[src/rtl/uart_sym_pkg.sv]
// rtl/uart_sym_pkg.sv - shared types and constants for the symbol-to-UART transmitter
package uart_sym_pkg;

   localparam int SYM_W         = 2;
   localparam int SYMS_PER_BYTE = 4;

   typedef enum logic [1:0] {
      IDLE  = 2'd0,
      START = 2'd1,
      DATA  = 2'd2,
      STOP  = 2'd3
   } tx_state_e;

endpackage

[src/rtl/sym_fifo.sv]
// rtl/sym_fifo.sv - synchronous FIFO with extra-MSB pointers for full/empty detection
module sym_fifo #(
   parameter int WIDTH = 8,
   parameter int DEPTH = 4
) (
   input  logic             clk,
   input  logic             rst_n,
   input  logic             push,
   input  logic [WIDTH-1:0] din,
   input  logic             pop,
   output logic [WIDTH-1:0] dout,
   output logic             full,
   output logic             empty
);

   localparam int AW = $clog2(DEPTH);
   localparam logic [AW:0] PTR_ONE = 1;

   logic [AW:0]      r_wr_ptr;
   logic [AW:0]      r_rd_ptr;
   logic [WIDTH-1:0] r_mem [DEPTH];
   logic             w_do_push;
   logic             w_do_pop;

   assign empty = (r_wr_ptr == r_rd_ptr);
   assign full  = (r_wr_ptr[AW] != r_rd_ptr[AW]) &&
                  (r_wr_ptr[AW-1:0] == r_rd_ptr[AW-1:0]);
   assign dout  = r_mem[r_rd_ptr[AW-1:0]];

   // A full FIFO still takes a push when the head leaves in the same cycle.
   assign w_do_pop  = pop && !empty;
   assign w_do_push = push && (!full || w_do_pop);

   always_ff @(posedge clk or negedge rst_n) begin
      if (!rst_n) begin
         r_wr_ptr <= '0;
         r_rd_ptr <= '0;
      end else begin
         if (w_do_push) r_wr_ptr <= r_wr_ptr + PTR_ONE;
         if (w_do_pop)  r_rd_ptr <= r_rd_ptr + PTR_ONE;
      end
   end

   always_ff @(posedge clk) begin
      if (w_do_push) r_mem[r_wr_ptr[AW-1:0]] <= din;
   end

endmodule

[src/rtl/uart_sym_tx.sv]
// rtl/uart_sym_tx.sv - packs 2-bit symbols into bytes and sends them as 8N1 UART frames
module uart_sym_tx
   import uart_sym_pkg::*;
#(
   parameter int CLK_DIV    = 16,
   parameter int FIFO_DEPTH = 4
) (
   input  logic             clk,
   input  logic             rst_n,
   input  logic             sym_valid,
   input  logic [SYM_W-1:0] sym_in,
   input  logic             flush,
   output logic             tx,
   output logic             tx_busy,
   output logic             idle,
   output logic             ovf
);

   localparam logic [1:0]  LAST_SYM = 2'(SYMS_PER_BYTE - 1);
   localparam logic [15:0] BIT_LAST = 16'(CLK_DIV - 1);

   tx_state_e   r_state;
   tx_state_e   w_state_nxt;
   logic [1:0]  r_sym_cnt;
   logic [1:0]  w_sym_cnt_upd;
   logic [7:0]  r_pack;
   logic [7:0]  w_pack_upd;
   logic        w_push;
   logic        w_pop;
   logic        w_full;
   logic        w_empty;
   logic [7:0]  w_fifo_dout;
   logic [15:0] r_bcnt;
   logic [2:0]  r_bitn;
   logic [7:0]  r_shreg;
   logic        r_tx;
   logic        w_tx_cur;
   logic        r_ovf;
   logic        w_bit_last;

   // Unfilled symbol slots stay zero because the pack register clears on every push.
   always_comb begin
      w_pack_upd    = r_pack;
      w_sym_cnt_upd = r_sym_cnt;
      if (sym_valid) begin
         w_pack_upd[{r_sym_cnt, 1'b0} +: SYM_W] = sym_in;
         w_sym_cnt_upd = r_sym_cnt + 2'd1;
      end
      w_push = (sym_valid && (r_sym_cnt == LAST_SYM)) ||
               (flush && (w_sym_cnt_upd != 2'd0));
   end

   always_ff @(posedge clk or negedge rst_n) begin
      if (!rst_n) begin
         r_sym_cnt <= '0;
         r_pack    <= '0;
         r_ovf     <= 1'b0;
      end else begin
         if (w_push) begin
            r_sym_cnt <= '0;
            r_pack    <= '0;
         end else begin
            r_sym_cnt <= w_sym_cnt_upd;
            r_pack    <= w_pack_upd;
         end
         if (w_push && w_full && !w_pop) r_ovf <= 1'b1;
      end
   end

   sym_fifo #(
      .WIDTH (8),
      .DEPTH (FIFO_DEPTH)
   ) u_fifo (
      .clk   (clk),
      .rst_n (rst_n),
      .push  (w_push),
      .din   (w_pack_upd),
      .pop   (w_pop),
      .dout  (w_fifo_dout),
      .full  (w_full),
      .empty (w_empty)
   );

   assign w_bit_last = (r_bcnt == BIT_LAST);

   always_comb begin
      w_state_nxt = r_state;
      w_pop       = 1'b0;
      w_tx_cur    = 1'b1;
      case (r_state)
         IDLE: begin
            if (!w_empty) begin
               w_pop       = 1'b1;
               w_state_nxt = START;
            end
         end
         START: begin
            w_tx_cur = 1'b0;
            if (w_bit_last) w_state_nxt = DATA;
         end
         DATA: begin
            w_tx_cur = r_shreg[0];
            if (w_bit_last && (r_bitn == 3'd7)) w_state_nxt = STOP;
         end
         STOP: begin
            if (w_bit_last) begin
               if (!w_empty) begin
                  w_pop       = 1'b1;
                  w_state_nxt = START;
               end else begin
                  w_state_nxt = IDLE;
               end
            end
         end
         default: w_state_nxt = IDLE;
      endcase
   end

   always_ff @(posedge clk or negedge rst_n) begin
      if (!rst_n) r_state <= IDLE;
      else        r_state <= w_state_nxt;
   end

   // The line level is registered, so tx trails the state by one cycle.
   always_ff @(posedge clk or negedge rst_n) begin
      if (!rst_n) begin
         r_bcnt  <= '0;
         r_bitn  <= '0;
         r_shreg <= '0;
         r_tx    <= 1'b1;
      end else begin
         r_tx <= w_tx_cur;
         if (w_pop) begin
            r_shreg <= w_fifo_dout;
            r_bcnt  <= '0;
         end else if (r_state != IDLE) begin
            r_bcnt <= w_bit_last ? 16'd0 : r_bcnt + 16'd1;
            if (w_bit_last) begin
               if (r_state == START) r_bitn <= '0;
               if (r_state == DATA) begin
                  r_shreg <= {1'b0, r_shreg[7:1]};
                  r_bitn  <= r_bitn + 3'd1;
               end
            end
         end
      end
   end

   assign tx      = r_tx;
   assign tx_busy = (r_state != IDLE);
   assign idle    = (r_sym_cnt == 2'd0) && w_empty && (r_state == IDLE);
   assign ovf     = r_ovf;

endmodule
[config.mk]
export PLATFORM = sky130hd
export DESIGN_NAME = uart_sym_tx
export DESIGN_NICKNAME = d
export VERILOG_FILES = /design/src/rtl/uart_sym_pkg.sv /design/src/rtl/sym_fifo.sv /design/src/rtl/uart_sym_tx.sv
export SDC_FILE = /design/constraint.sdc
export NUM_CORES = 1
export LEC_CHECK = 0
export BUFFER_PORTS_ARGS = -buffer_cell sky130_fd_sc_hd__buf_2
export CORE_UTILIZATION = 60
export DETAILED_ROUTE_END_ITERATION = 12
export PLACE_DENSITY = 0.77
export SLEW_MARGIN = 20
export SYNTH_ARGS = -nofsm -noshare
export SYNTH_HDL_FRONTEND = slang
export SYNTH_HIERARCHICAL = 1
export SYNTH_SLANG_ARGS = --single-unit
export TNS_END_PERCENT = 5
[constraint.sdc]
create_clock -name clk -period 7.9 [get_ports clk]
set_input_delay 0.79 -clock clk [delete_from_list [all_inputs] [get_ports clk]]
set_output_delay 0.79 -clock clk [all_outputs]
set_load 0.03 [all_outputs]
==> impl_metrics.xml, run 1 <==
<?xml version="1.0" encoding="UTF-8"?>
<metrics>
  <group name="yosys">
    <metric name="synth-warning-count" unit="">6</metric>
    <metric name="synthesis.instances" unit="">299</metric>
    <metric name="netlist-cell-type-count" unit="">55</metric>
    <metric name="synth.yosys.seq_area_share" unit="%">55.22</metric>
    <metric name="yosys_register_bits" unit="">79</metric>
    <metric name="synth-edff-count" unit="">32</metric>
    <metric name="synth.net_count" unit="">323</metric>
    <metric name="postSynth.topFlopCell" unit="">dfrtp_1</metric>
    <metric name="syn_area_per_cell" unit="sq um">12.95</metric>
    <metric name="synthesis.area" unit="sq um">3872</metric>
    <metric name="fraction_of_registers_with_async_set_or_reset_after_synthesis" unit="%">59.49</metric>
  </group>
  <group name="setup_path">
    <metric name="critical_path_class" unit="">flip-flop to flip-flop</metric>
    <metric name="timing.critical_path.arrival" unit="ns">3.55</metric>
    <metric name="critPathCaptureType" unit="">flip-flop</metric>
    <metric name="worst_setup_path_start_kind" unit="">flip-flop</metric>
    <metric name="worst-path-max-fanout" unit="">20</metric>
    <metric name="required" unit="ns">7.90</metric>
  </group>
  <group name="clock_tree">
    <metric name="cts_max_path_buffers" unit="">2</metric>
    <metric name="cts_post_setup_buffers_inserted" unit="">0</metric>
    <metric name="cts_tree" unit="">built</metric>
    <metric name="clock_tree.root_cell" unit="">clkbuf_8</metric>
    <metric name="postCtsResizedCells" unit="">0</metric>
    <metric name="cts_hold_buffers" unit="">0</metric>
    <metric name="cts_buffers" unit="">9</metric>
    <metric name="clkTransAtPathRegs" unit="ns">0.07</metric>
    <metric name="clock_h_tree_levels" unit="">3</metric>
    <metric name="cts.sinks" unit="">79</metric>
    <metric name="clk_latency" unit="ns">0.34</metric>
  </group>
  <group name="detailed_routing">
    <metric name="first_iter_violations" unit="">101</metric>
    <metric name="num_vias" unit="">2348</metric>
    <metric name="finalWirelength" unit="mm">6.906</metric>
    <metric name="route.detailed.vias_per_inst" unit="">6.005</metric>
    <metric name="post_drt_wl_per_cell" unit="um">17.66</metric>
    <metric name="detailedRoute.firstPassIterationCount" unit="">5</metric>
    <metric name="drc_violations_left" unit="">0</metric>
    <metric name="detail-route-antenna-nets" unit="">0</metric>
  </group>
  <group name="layout">
    <metric name="most_used_cells_in_the_layout_excluding_fill_and_tap_cells" unit="">dfrtp_1, edfxtp_1, nand2_1, nor2_1, ha_1</metric>
    <metric name="area_delta_synth_final" unit="%">7.076</metric>
    <metric name="layout_commonest_cell" unit="">dfrtp_1</metric>
    <metric name="fraction_of_final_layout_cells_with_drive_strength_greater_than_1" unit="%">17.09</metric>
    <metric name="num_antenna_cells" unit="">0</metric>
    <metric name="fillCellCount" unit="">438</metric>
    <metric name="fin_area" unit="sq um">4146</metric>
    <metric name="design.final.nets" unit="">335</metric>
  </group>
  <group name="die">
    <metric name="dieHeight" unit="um">82.34</metric>
    <metric name="die_width" unit="um">82.34</metric>
    <metric name="dieArea" unit="sq um">6779</metric>
    <metric name="floorplan.initialDensity" unit="%">63.89</metric>
    <metric name="pin_count" unit="">10</metric>
    <metric name="fp-row-count" unit="">28</metric>
    <metric name="placeableCoreArea" unit="sq um">6061</metric>
  </group>
  <group name="global_routing">
    <metric name="grt-ovfl-total" unit="">0</metric>
    <metric name="vias_in_the_first_global_route" unit="">2422</metric>
    <metric name="maximum_number_of_pins_on_one_net_before_global_route_repair" unit="">48</metric>
    <metric name="grt_pass1_wl" unit="mm">11.46</metric>
    <metric name="groute.usage.overall" unit="%">23.79</metric>
    <metric name="number_of_antenna_violations_at_the_first_check_in_global_routing" unit="">0</metric>
  </group>
  <group name="placement">
    <metric name="dpl-instance-area" unit="sq um">3963</metric>
    <metric name="buffer_ports.inserted" unit="">9</metric>
    <metric name="routabilityCongestion" unit="">0.8556</metric>
    <metric name="detailed_place_hpwl" unit="mm">4.803</metric>
  </group>
  <group name="flow_run">
    <metric name="maxCapViolations" unit="">0</metric>
  </group>
  <group name="sta">
    <metric name="timing.max_slew.rel_slack" unit="%">40.09</metric>
    <metric name="skew" unit="ns">0.008268</metric>
    <metric name="finalSetupViolations" unit="">0</metric>
    <metric name="fin_crit_sh" unit="%">44.90</metric>
    <metric name="timing.final.crit_period" unit="ns">3.547</metric>
    <metric name="final_max_slew_viol_count" unit="">0</metric>
    <metric name="timing_hold_violations_final" unit="">0</metric>
    <metric name="grt_setup_unrepaired" unit="">no</metric>
    <metric name="max_freq" unit="MHz">281.9</metric>
    <metric name="fin_setup_tns" unit="ns">0</metric>
    <metric name="finalHoldWorstSlack" unit="ns">0.4904</metric>
    <metric name="timing_worst_slew_pin_value" unit="ns">0.8987</metric>
  </group>
  <group name="status">
    <metric name="run_status" unit="">completed</metric>
  </group>
  <group name="pwr">
    <metric name="vdd_ir_max" unit="uV">174.0</metric>
    <metric name="power.density" unit="nW/um^2">353.4</metric>
    <metric name="power_leakage" unit="nW">1.727</metric>
  </group>
  <group name="hold_path">
    <metric name="worstHoldPathType" unit="">flip-flop to flip-flop</metric>
  </group>
</metrics>
==> registers in the layout, summed over array words and instances (netlist names) <==
name and flops:
u_fifo/r_rd_ptr 3, r_state 2, r_bitn 3, ovf 1, r_bcnt 16, r_shreg 8
u_fifo/r_wr_ptr 3, tx 1, u_fifo/r_mem 32, r_pack 8, r_sym_cnt 2
==> synth_stat cells, types with 3 or more instances <==
library cell  number  area (sq um)
inv_1             13         48.80
a22o_1             4         35.03
xor2_1            16         140.1
mux2_1             8         90.09
xnor2_1            4         35.03
a21oi_1            3         15.01
dfrtp_1           46          1151
mux4_2             8         180.2
edfxtp_1          32         960.9
nor3_1             5         25.02
and3_1             6         37.54
clkbuf_1           5         18.77
nand2_1           24         90.09
ha_1              18         225.2
nand3_1            7         35.03
nor2_1            22         82.58
o21ai_0           10         50.05
nand4_1            5         31.28
nor2b_1            8         50.05
and2_1             3         18.77
mux2_2             9         101.4
==> power by group <==
part / total (mW) / switching (mW) / leakage [nW] / internal (mW)
clock: 0.279 / 0.135 / 0.0945 / 0.144
sequential: 0.634 / 0.0934 / 0.902 / 0.541
combinational: 0.552 / 0.308 / 0.730 / 0.244
==> cells by family (layout without fill, tap and decap cells) <==
group	count (synthesis)	in the layout	synth area share, %
AO/OA/AOI/OAI	34	34	6.915
XOR/XNOR	20	20	4.523
adder cells (fa/ha/maj)	18	18	5.816
buffers and inverters	23	40	2.908
flip-flops	79	79	55.22
multiplexers	27	27	10.11
AND/OR/NAND/NOR	98	98	14.51
==> layer usage <==
layer	vias to the layer above	global-route usage (%)	wire length, um
met5	-	0	0
met2	47	38.93	3326
li1	1105	-	-
met4	0	10.53	154
met1	1182	30.88	3224
met3	14	4.615	201
==> final timing paths <==
check	startpoint	end	slack, ns	cells past startpoint
max	u_fifo/r_rd_ptr[1]	u_fifo/r_mem[1][4]	4.35	6
min	r_shreg[4]	r_shreg[4]	0.49	1
max reg2reg	u_fifo/r_rd_ptr[1]	u_fifo/r_mem[1][4]	4.35	6
min reg2reg	r_shreg[4]	r_shreg[4]	0.49	1
max in group asynchronous	rst_n	r_bcnt[15]	6.94	2
min in group asynchronous	rst_n	r_shreg[4]	0.53	2
==> critical path: stages, from the launching register on <==
cell	delay (ns)
dfrtp_1	0.60
xor2_1	0.66
nor3_1	0.25
nand2b_1	0.27
o31ai_4	0.74
or4_1	0.27
and3_1	0.41
==> through the flow <==
step	setup slack, ns	instances	util (%)	power, mW
final	4.353	391	68.41	1.465
after global routing	4.095	391	68.41	1.566
after CTS	4.381	391	68.35	1.475
after detailed placement	4.389	375	65.38	1.192
after global placement	4.521	375	65.38	1.170
after floorplan	4.796	299	-	1.074
==> layout make-up <==
class | count | area (sq um) | area share, %
Clock inverter | 5 | 48.80 | 1.177
Clock buffer | 11 | 131.4 | 3.168
Multi-Input combinational cell | 197 | 1625 | 39.20
Inverter | 13 | 48.80 | 1.177
Tap cell | 75 | 93.84 | 2.263
Sequential cell | 79 | 2138 | 51.57
Timing Repair Buffer | 11 | 60.06 | 1.448
Power figures use the tool's default switching activity.
==> inputs of run 2 (changes only) <==
ABC_AREA = 1   (was default)
CORE_UTILIZATION = 56   (was 60)
PLACE_DENSITY = 0.75   (was 0.77)
clock period = 3.1 ns   (was 7.9 ns; I/O delays follow)
==> run 2 against run 1 <==
  * The run now ends with hold timing left
  * First-iteration DRC count up 36%
  * Clock power rose to 2.8 times the previous value
  * Largest cell class unchanged
  * Critical path depth up 8
  * Sequential power up 150%
  * Via count up 27%
  * Final cell count up 47%
  * Non-clock buffer count up 2
  * Power rose to 2.7 times the previous value
  * Synthesized area up 4.6%
  * Maximum frequency up 24%
  * Clock skew up 0.00098 ns
  * Setup slack worse by 4.1 ns
  * Highest routed layer unchanged
  * Critical path type unchanged
==> impl_metrics.xml, run 2 <==
<?xml version="1.0" encoding="UTF-8"?>
<metrics>
  <group name="status">
    <metric name="run_status" unit="">finished with violations</metric>
    <metric name="failed_checks" unit="">hold timing</metric>
  </group>
  <group name="layout">
    <metric name="flip_flop_count_of_the_largest_register_after_layout" unit="">32</metric>
    <metric name="num_antenna_cells" unit="">0</metric>
    <metric name="instances_no_fill" unit="">573</metric>
    <metric name="fin_area" unit="sq um">4408</metric>
    <metric name="post-route-util" unit="%">63.82</metric>
    <metric name="fillCellCount" unit="">590</metric>
    <metric name="fraction_of_final_layout_cells_with_drive_strength_greater_than_1" unit="%">10.90</metric>
    <metric name="layout_commonest_cell" unit="">nand2_1</metric>
    <metric name="design.final.nets" unit="">496</metric>
    <metric name="area_delta_synth_final" unit="%">8.835</metric>
    <metric name="most_used_cells_in_the_layout_excluding_fill_and_tap_cells" unit="">nand2_1, nor2_1, inv_1, dfrtp_1</metric>
  </group>
  <group name="setup_path">
    <metric name="worst-r2r-cell-count" unit="">14</metric>
    <metric name="critPathCaptureType" unit="">flip-flop</metric>
    <metric name="critical_path.max_stage_delay" unit="ns">0.58</metric>
    <metric name="critical_path_class" unit="">flip-flop to flip-flop</metric>
    <metric name="critical-path-top-cell-by-count" unit="">nand2_4</metric>
    <metric name="crit_path_leading_delay_family" unit="">simple AND/OR/NAND/NOR gates</metric>
    <metric name="crit-reg2reg-capture" unit="">u_fifo/r_mem[3][1]</metric>
    <metric name="cpMaxStageDelayCell" unit="">dfrtp_1</metric>
    <metric name="required" unit="ns">3.09</metric>
    <metric name="critical_path.cell_chain" unit="">inv_4, nand2_4, nand2_4, nand3_2, inv_1, nor2_1, nand3_1, nand2_2, nand2_4, inv_2, inv_1, nand4_4, nand2_4, nor2_1</metric>
    <metric name="timing.critical_path.buf_inv" unit="">4</metric>
    <metric name="worst-path-max-fanout" unit="">18</metric>
    <metric name="r2r_slack" unit="ns">0.24</metric>
    <metric name="worst_setup_path_start_kind" unit="">flip-flop</metric>
    <metric name="critical_r2r_launch" unit="">u_fifo/r_rd_ptr[0]</metric>
    <metric name="timing.critical_path.arrival" unit="ns">2.85</metric>
  </group>
  <group name="yosys">
    <metric name="synth-edff-count" unit="">32</metric>
    <metric name="synth.net_count" unit="">480</metric>
    <metric name="netlist-cell-type-count" unit="">35</metric>
    <metric name="synth.top_cells.by_area" unit="">dfrtp_1, edfxtp_1, nand2_1</metric>
    <metric name="synth_top_area_cell" unit="">dfrtp_1</metric>
    <metric name="yosys_register_bits" unit="">79</metric>
    <metric name="synthesis.instances" unit="">456</metric>
    <metric name="synth.yosys.seq_area_share" unit="%">52.80</metric>
    <metric name="synth-warning-count" unit="">6</metric>
    <metric name="postSynth.topFlopCell" unit="">dfrtp_1</metric>
    <metric name="fraction_of_registers_with_async_set_or_reset_after_synthesis" unit="%">59.49</metric>
    <metric name="yosysMostFrequentCell" unit="">nand2_1</metric>
    <metric name="synthesis.area" unit="sq um">4050</metric>
    <metric name="synth.cells.most_frequent" unit="">nand2_1, nor2_1, inv_1, dfrtp_1</metric>
    <metric name="netlist.area_leader.share" unit="%">28.42</metric>
    <metric name="syn_area_per_cell" unit="sq um">8.882</metric>
  </group>
  <group name="pwr">
    <metric name="cellInternalPower" unit="mW">2.293</metric>
    <metric name="swShare" unit="%">42.77</metric>
    <metric name="comb_power_share" unit="%">41.4</metric>
    <metric name="clock_power_share" unit="%">19.8</metric>
    <metric name="power_leakage" unit="nW">2.085</metric>
    <metric name="vdd_ir_max" unit="uV">306.4</metric>
    <metric name="power_frac_seq" unit="%">38.8</metric>
    <metric name="power.density" unit="nW/um^2">908.8</metric>
    <metric name="total_power_draw" unit="mW">4.006</metric>
    <metric name="netSwitchingPower" unit="mW">1.713</metric>
  </group>
  <group name="flow_run">
    <metric name="maxCapViolations" unit="">0</metric>
  </group>
  <group name="die">
    <metric name="floorplan.initialDensity" unit="%">58.64</metric>
    <metric name="die_width" unit="um">87.05</metric>
    <metric name="dieArea" unit="sq um">7577</metric>
    <metric name="pin_count" unit="">10</metric>
    <metric name="placeableCoreArea" unit="sq um">6907</metric>
    <metric name="dieHeight" unit="um">87.05</metric>
    <metric name="fp-row-count" unit="">30</metric>
  </group>
  <group name="detailed_routing">
    <metric name="met1_length" unit="mm">3.677</metric>
    <metric name="detail-route-antenna-nets" unit="">0</metric>
    <metric name="drc_violations_left" unit="">0</metric>
    <metric name="top_layer" unit="">met4</metric>
    <metric name="route.detailed.vias_per_inst" unit="">5.195</metric>
    <metric name="post_drt_wl_per_cell" unit="um">13.59</metric>
    <metric name="finalWirelength" unit="mm">7.787</metric>
    <metric name="num_vias" unit="">2977</metric>
    <metric name="met2RoutedLength" unit="mm">3.552</metric>
    <metric name="met3WireLength" unit="um">292</metric>
    <metric name="first_iter_violations" unit="">137</metric>
    <metric name="detailedRoute.firstPassIterationCount" unit="">5</metric>
  </group>
  <group name="sta">
    <metric name="grt_setup_unrepaired" unit="">yes</metric>
    <metric name="timing_hold_violations_final" unit="">46</metric>
    <metric name="max_freq" unit="MHz">350.0</metric>
    <metric name="finalSetupViolations" unit="">0</metric>
    <metric name="timing.max_slew.rel_slack" unit="%">56.46</metric>
    <metric name="skew" unit="ns">0.009253</metric>
    <metric name="finalHoldWorstSlack" unit="ns">-0.03852</metric>
    <metric name="timing_worst_slew_pin_value" unit="ns">0.6506</metric>
    <metric name="fin_setup_tns" unit="ns">0</metric>
    <metric name="timing.final.crit_period" unit="ns">2.857</metric>
    <metric name="fin_crit_sh" unit="%">92.17</metric>
    <metric name="final_max_slew_viol_count" unit="">0</metric>
  </group>
  <group name="clock_tree">
    <metric name="cts_max_path_buffers" unit="">2</metric>
    <metric name="cts_hold_buffers" unit="">0</metric>
    <metric name="cts_buffers" unit="">9</metric>
    <metric name="clk_latency" unit="ns">0.35</metric>
    <metric name="clock_tree.root_cell" unit="">clkbuf_8</metric>
    <metric name="cts_tree" unit="">built</metric>
    <metric name="cts.sinks" unit="">79</metric>
    <metric name="clkTransAtPathRegs" unit="ns">0.09</metric>
    <metric name="clock_h_tree_levels" unit="">3</metric>
  </group>
  <group name="global_routing">
    <metric name="maximum_number_of_pins_on_one_net_before_global_route_repair" unit="">48</metric>
    <metric name="grt_pass1_wl" unit="mm">13.48</metric>
    <metric name="number_of_antenna_violations_at_the_first_check_in_global_routing" unit="">0</metric>
    <metric name="grt-ovfl-total" unit="">0</metric>
    <metric name="groute.usage.overall" unit="%">23.93</metric>
    <metric name="vias_in_the_first_global_route" unit="">2883</metric>
  </group>
  <group name="placement">
    <metric name="routabilityCongestion" unit="">0.9648</metric>
    <metric name="detailed_place_hpwl" unit="mm">5.731</metric>
    <metric name="dpl-instance-area" unit="sq um">4194</metric>
    <metric name="dpl.cell_count" unit="">557</metric>
    <metric name="buffer_ports.inserted" unit="">9</metric>
  </group>
  <group name="hold_path">
    <metric name="worstHoldPathType" unit="">primary input to async pin</metric>
  </group>
</metrics>
run 2: cell types whose count changed after synthesis, sizes merged, moves of 10 or more:
cell / delta
nor2: +45
nand2: +94
nand3: +20
inv: +44
mux2: -17
o21ai: +22
o22ai: +10
run 2: logic make-up after synthesis:
group / Yosys count / synth area share (%)
buf+inv: 67 / 6.796
compound gates: 55 / 7.909
fa+ha+maj: 18 / 5.561
flops: 79 / 52.80
simple gates: 227 / 24.59
xor+xnor: 10 / 2.348
run 2: how the worst max path moves through the flow:
stage	from	to	slack, ns	cells after the start
finish	u_fifo/r_rd_ptr[0]	u_fifo/r_mem[3][1]	0.24	14
global placement	u_fifo/r_rd_ptr[0]	u_fifo/r_mem[3][2]	0.36	13
CTS	u_fifo/r_rd_ptr[0]	u_fifo/r_mem[2][3]	0.24	14
global route	u_fifo/r_rd_ptr[0]	u_fifo/r_mem[1][2]	-0.05	14
floorplan	r_state[0]	u_fifo/r_mem[1][0]	0.48	12
detailed placement	u_fifo/r_rd_ptr[0]	u_fifo/r_mem[2][3]	0.24	13
run 2: area by class of cell:
class | count | area, sq um | area share [%]
Clock inverter | 7 | 87.58 | 1.987
Tap cell | 96 | 120.1 | 2.725
Sequential cell | 79 | 2138 | 48.51
Multi-Input combinational cell | 310 | 1637 | 37.13
Inverter | 59 | 224.0 | 5.081
Clock buffer | 9 | 123.9 | 2.810
Timing Repair Buffer | 13 | 77.57 | 1.760
run 2: power groups by stage:
stage / Sequential (mW) / Combinational [mW] / Clock, mW
2_1_floorplan: 1.53 / 1.31 / 0
3_3_place_gp: 1.56 / 1.62 / 0
3_5_place_dp: 1.57 / 1.65 / 0
4_1_cts: 1.55 / 1.66 / 0.813
5_1_grt: 1.59 / 1.90 / 0.856
6_report: 1.56 / 1.66 / 0.793
run 2: repair_timing:
| action | in CTS | in global routing |
|---|---|---|
| resized for setup | 0 | 0 |
| endpoints found under the hold margin | 0 | 0 |
| buffers inserted | 0 | 0 |
| endpoints found under the setup margin | 0 | 24 |
run 2: per-stage QoR:
step | worst slack, ns | hold slack (ns)
after CTS | 0.2394 | 0.1884
after global placement | 0.3637 | 0.4581
after detailed placement | 0.2353 | 0.4584
after global routing | -0.04976 | 0.01064
final | 0.2427 | -0.03852
after floorplan | 0.4792 | 0.01441
run 2: routing by layer:
layer	up-vias	track usage, %
met1	1369	32.08
met4	0	13.03
met5	-	0
met2	74	37.44
met3	21	3.791
li1	1513	-
run 2: worst register-to-register path, delay by kind of cell (launching register included):
kind                   cells  cell delay (ns)
AND/OR/NAND/NOR           10             1.49
buffers and inverters      4             0.42
flip-flops                 1             0.58
